`src/rtl/serial_add_pkg.sv`:
```
// Shared definitions for the bit-serial adder sequencer: state encoding,
// default width and the bit-counter width helper.
package serial_add_pkg;

  typedef enum logic [1:0] {
    ST_IDLE = 2'd0,
    ST_RUN  = 2'd1,
    ST_DONE = 2'd2
  } state_e;

  localparam int DEFAULT_WIDTH = 8;

  function automatic int cnt_width(input int width);
    return (width < 2) ? 1 : $clog2(width);
  endfunction

endpackage

```
`src/rtl/FullAdder_1bit.sv`:
```
// Single-bit full adder cell, reused by the serial adder as its whole datapath.
module FullAdder_1bit (
  input  logic a,
  input  logic b,
  input  logic cin,
  output logic sum,
  output logic cout
);

  assign sum  = a ^ b ^ cin;
  assign cout = (a & b) | (a & cin) | (b & cin);

endmodule

```
`src/rtl/serial_add_ctrl.sv`:
```
// Bit-serial adder sequencer: LSB-first through one FullAdder_1bit, WIDTH+2 cycles/op.
// Optional subtract mode is enabled with the SERIAL_ADD_SUB_EN macro.
//
// state | meaning
// IDLE  | waiting for operands, in_ready=1
// RUN   | one bit per cycle through the full adder
// DONE  | result held, out_valid=1 until out_ready
module serial_add_ctrl
  import serial_add_pkg::*;
#(
  parameter int WIDTH = DEFAULT_WIDTH
) (
  input  logic             clk,
  input  logic             rst,
  input  logic             in_valid,
  output logic             in_ready,
  input  logic [WIDTH-1:0] a,
  input  logic [WIDTH-1:0] b,
  input  logic             cin,
`ifdef SERIAL_ADD_SUB_EN
  input  logic             sub,
`endif
  output logic             out_valid,
  input  logic             out_ready,
  output logic [WIDTH-1:0] sum,
  output logic             cout,
  output logic             busy
);

  localparam int CW = cnt_width(WIDTH);
  localparam logic [CW-1:0] CNT_LAST = CW'(WIDTH - 1);

  state_e           state_q;
  logic [CW-1:0]    cnt_q;
  logic [WIDTH-1:0] a_sr;
  logic [WIDTH-1:0] b_sr;
  logic [WIDTH-1:0] res_sr;
  logic             carry_q;
  logic [WIDTH-1:0] sum_q;
  logic             cout_q;

  logic             fa_sum;
  logic             fa_cout;
  logic [WIDTH-1:0] b_load;
  logic             carry_load;
  logic [WIDTH-1:0] res_next;

  FullAdder_1bit u_fa (
    .a    (a_sr[0]),
    .b    (b_sr[0]),
    .cin  (carry_q),
    .sum  (fa_sum),
    .cout (fa_cout)
  );

  // Subtraction is a + ~b + 1; the forced carry-in replaces cin.
`ifdef SERIAL_ADD_SUB_EN
  assign b_load     = sub ? ~b : b;
  assign carry_load = sub ? 1'b1 : cin;
`else
  assign b_load     = b;
  assign carry_load = cin;
`endif

  assign res_next  = {fa_sum, res_sr[WIDTH-1:1]};
  assign in_ready  = rst & (state_q == ST_IDLE);
  assign out_valid = (state_q == ST_DONE);
  assign busy      = (state_q != ST_IDLE);
  assign sum       = sum_q;
  assign cout      = cout_q;

  always_ff @(posedge clk) begin
    if (!rst) begin
      state_q <= ST_IDLE;
      cnt_q   <= '0;
      a_sr    <= '0;
      b_sr    <= '0;
      res_sr  <= '0;
      carry_q <= 1'b0;
      sum_q   <= '0;
      cout_q  <= 1'b0;
    end else begin
      case (state_q)
        ST_IDLE: begin
          if (in_valid) begin
            a_sr    <= a;
            b_sr    <= b_load;
            carry_q <= carry_load;
            cnt_q   <= '0;
            state_q <= ST_RUN;
          end
        end
        ST_RUN: begin
          a_sr    <= a_sr >> 1;
          b_sr    <= b_sr >> 1;
          res_sr  <= res_next;
          carry_q <= fa_cout;
          if (cnt_q == CNT_LAST) begin
            sum_q   <= res_next;
            cout_q  <= fa_cout;
            state_q <= ST_DONE;
          end else begin
            cnt_q <= cnt_q + 1'b1;
          end
        end
        ST_DONE: begin
          if (out_ready) state_q <= ST_IDLE;
        end
        default: state_q <= ST_IDLE;
      endcase
    end
  end

endmodule

```
`config.mk`:
```
export PLATFORM = sky130hd
export DESIGN_NAME = serial_add_ctrl
export DESIGN_NICKNAME = d
export VERILOG_FILES = /design/src/rtl/serial_add_pkg.sv /design/src/rtl/FullAdder_1bit.sv /design/src/rtl/serial_add_ctrl.sv
export SDC_FILE = /design/constraint.sdc
export NUM_CORES = 1
export LEC_CHECK = 0
export CAP_MARGIN = 20
export CORE_MARGIN = 2
export CORE_UTILIZATION = 51
export CTS_CLUSTER_SIZE = 28
export DETAILED_ROUTE_END_ITERATION = 16
export PLACE_DENSITY = 0.87
export SLEW_MARGIN = 20
export SYNTH_ARGS = -nofsm -noshare
export SYNTH_HDL_FRONTEND = slang
export SYNTH_SLANG_ARGS = --single-unit
```
`constraint.sdc`:
```
create_clock -name clk -period 1.7 [get_ports clk]
set_input_delay 0.17 -clock clk [delete_from_list [all_inputs] [get_ports clk]]
set_output_delay 0.17 -clock clk [all_outputs]
set_load 0.05 [all_outputs]
```
==> flow_summary.json <==
{
  "pwr-share-seq_pct": 52.5,
  "path_delay_family": "buffers and inverters",
  "ant_nets": 0,
  "worstMarginPinSlew_ns": 0.502,
  "slew_headroom_pct": 66.5,
  "crit_type": "flop to output port",
  "synthesis.nets": 201,
  "clkPwrFrac_pct": 32.2,
  "yosysUniqueCellTypes": 29,
  "rsz0062_at_grt": "false",
  "fin_crit_ns": 1.65,
  "final_hold_viol_count": 0,
  "design.die.area_mm2": 0.00386,
  "layout_commonest_cell": "nand2_1",
  "setup_tns_ns": 0,
  "cts_buffers": 5,
  "io_pins": 33,
  "initial_core_util_pct": 52.5,
  "viasPerCell": 5.15,
  "crit_path_max_fanout": 2,
  "final_area_mm2": 0.00218,
  "cts_tree": "yes",
  "synth_area_leaders": "dfxtp_1 (44%), mux2i_1 (9.3%), nand2_1 (9.1%), o211a_1 (8.7%), a21boi_0 (6.5%)",
  "clockBufferDepth": 2,
  "power_mw": 1.84,
  "critPathRequiredTime_ns": 1.53,
  "numPortBuffers": 32,
  "max_freq_mhz": 608,
  "path_clk_slew_ns": 0.11,
  "maxSlewViolCount": 0,
  "finalClockSkew_ns": 0.00990,
  "r2r_slack_ns": 0.32,
  "dpl_worst_slack_ns": 0.296,
  "dp_hpwl_mm": 2.13,
  "avgSynthCellArea_um2": 9.75,
  "final_nets": 233,
  "grt_first_pass_wirelength_mm": 5.44,
  "drive_above_1_share_pct": 11.0,
  "nFillCells": 278,
  "final.setup.worst_slack_ns": 0.0539,
  "status": "completed",
  "dieHeight_um": 62.2,
  "grt_max_degree": 31,
  "synth.yosys.seq_area_share_pct": 44.1,
  "cts_num_sinks": 38,
  "p_int_mw": 1.40,
  "hold_depth": 3,
  "cp_num_cells": 1,
  "p_sw_share_pct": 24.1,
  "cap_violations": 0,
  "cts_resized": 0,
  "period_share_pct": 96.8,
  "placed_cells": 248,
  "whs_ns": 0.408,
  "synth-main-ff-cell": "dfxtp_1",
  "post_dp_cell_area_mm2": 0.00209,
  "synth_edf_count": 0,
  "num_vias": 1318,
  "core_mm2": 0.00328,
  "grt_pass1_vias": 1233,
  "setup.worst_path.start": "sum[0]$_SDFFE_PN0P_",
  "hold_buffers": 0,
  "synth-seq-cells": 38,
  "cp_cell_sequence": "clkdlybuf4s50_1",
  "final_cell_mix": "nand2_1 (42), dfxtp_1 (38), clkdlybuf4s50_1 (24), mux2i_1 (16)",
  "antenna_cells": 0,
  "insertion_delay_ns": 0.34,
  "yosysWarnings": 0,
  "combPwrFrac_pct": 15.3,
  "yosysTopAreaCell": "dfxtp_1",
  "endpoint": "sum[0]",
  "cts.htree.levels": 2,
  "multiInputGateArea_um2": 861,
  "crit_path_max_incr_delay_ns": 0.80,
  "p_leak_nw": 1.03,
  "critPathArrivalTime_ns": 1.48,
  "seq_area_um2": 761,
  "wl_mm": 3.00,
  "drcViolationCount": 0,
  "crit_buf_inv": 1,
  "area_growth_pct": 26.2,
  "overflow": 0,
  "final_cell_count_no_fill": 256,
  "wl_per_cell_um": 11.7,
  "crit_slowest_cell": "clkdlybuf4s50_1",
  "cp-end-kind": "output port",
  "worst_setup_path_start_kind": "flop",
  "synth_cells": 177,
  "synthArstFlopShare_pct": 0,
  "rows": 21,
  "p_per_area_mw_per_mm2": 845,
  "drt-initial-drc-count": 54,
  "p_switching_mw": 0.444,
  "post_cts_buffers": 0,
  "gp_congestion": 0.731,
  "antenna_found_initial": 0,
  "fin_util_pct": 66.3,
  "netlist_area_mm2": 0.00173,
  "gr-usage-all-layers_pct": 17.5,
  "die_w_um": 62.2,
  "r2r_start": "state_q[0]$_SDFFE_PN0P_",
  "clockRootBuffer": "clkbuf_4",
  "ir_drop_mv": 0.660,
  "setup_violations": 0,
  "first_pass_iters": 4,
  "min-delay-path-class": "input port to flop",
  "r2r_cells": 5,
  "regToRegEndpoint": "b_sr[5]$_SDFFE_PN0P_",
  "netlist.area_leader.share_pct": 44.1
}
-- flip-flops by register name, indices dropped and copies added (netlist names) --
register and cells:
carry_q 1, sum 8, res_sr 7, b_sr 8
state_q 2, cout 1, cnt_q 3, a_sr 8
-- layout make-up --
class	count	area share (%)
multi-input combinational	126	39.5
sequential	38	34.9
timing repair buffer	38	19.3
tap	46	2.64
clock inverter	3	1.84
clock buffer	5	1.72
-- layer usage --
layer	global-route usage, %	share of wire, %	up-vias
li1	-	-	681
met1	22.3	48	600
met2	27.7	46	30
met3	6.16	5.0	7
met4	5.83	1.3	0
met5	0	0	-
-- cell families (layout without fill, tap and decap cells) --
family / Yosys count / after routing / share of synthesized area, %
simple gates: 66 / 66 / 18.9
compound gates: 41 / 41 / 19.1
flops: 38 / 38 / 44.1
mux: 16 / 16 / 9.28
buf+inv: 13 / 46 / 6.02
fa+ha+maj: 3 / 3 / 2.61
-- worst min-delay path by stage --
stage / slack, ns / startpoint / to
floorplan: 0.34 / in_valid / a_sr[7]$_SDFFE_PN0P_
global placement: 0.44 / sum[7]$_SDFFE_PN0P_ / sum[7]$_SDFFE_PN0P_
detailed placement: 0.45 / sum[7]$_SDFFE_PN0P_ / sum[7]$_SDFFE_PN0P_
CTS: 0.41 / b[7] / b_sr[7]$_SDFFE_PN0P_
global route: 0.43 / b[7] / b_sr[7]$_SDFFE_PN0P_
finish: 0.41 / b[7] / b_sr[7]$_SDFFE_PN0P_
-- synthesized netlist by cell type (2+ instances only) --
library cell,number
buf_2,4
clkbuf_1,3
nand2b_1,6
a21boi_1,3
buf_4,2
mux2i_1,16
nand4bb_1,2
a21oi_1,2
nand2_1,42
o21ai_1,2
a21boi_0,15
o211a_1,15
nand3_1,8
dfxtp_1,38
ha_1,2
o21ai_0,3
buf_6,2
-- power groups by stage --
stage          combinational (mW)  sequential (mW)  clock, mW
2_1_floorplan               0.202            0.974          0
3_3_place_gp                0.277            0.984          0
3_5_place_dp                0.284            0.986          0
4_1_cts                     0.286            0.966      0.610
5_1_grt                     0.312            0.973      0.648
6_report                    0.282            0.966      0.592
Power figures use the tool's default switching activity.
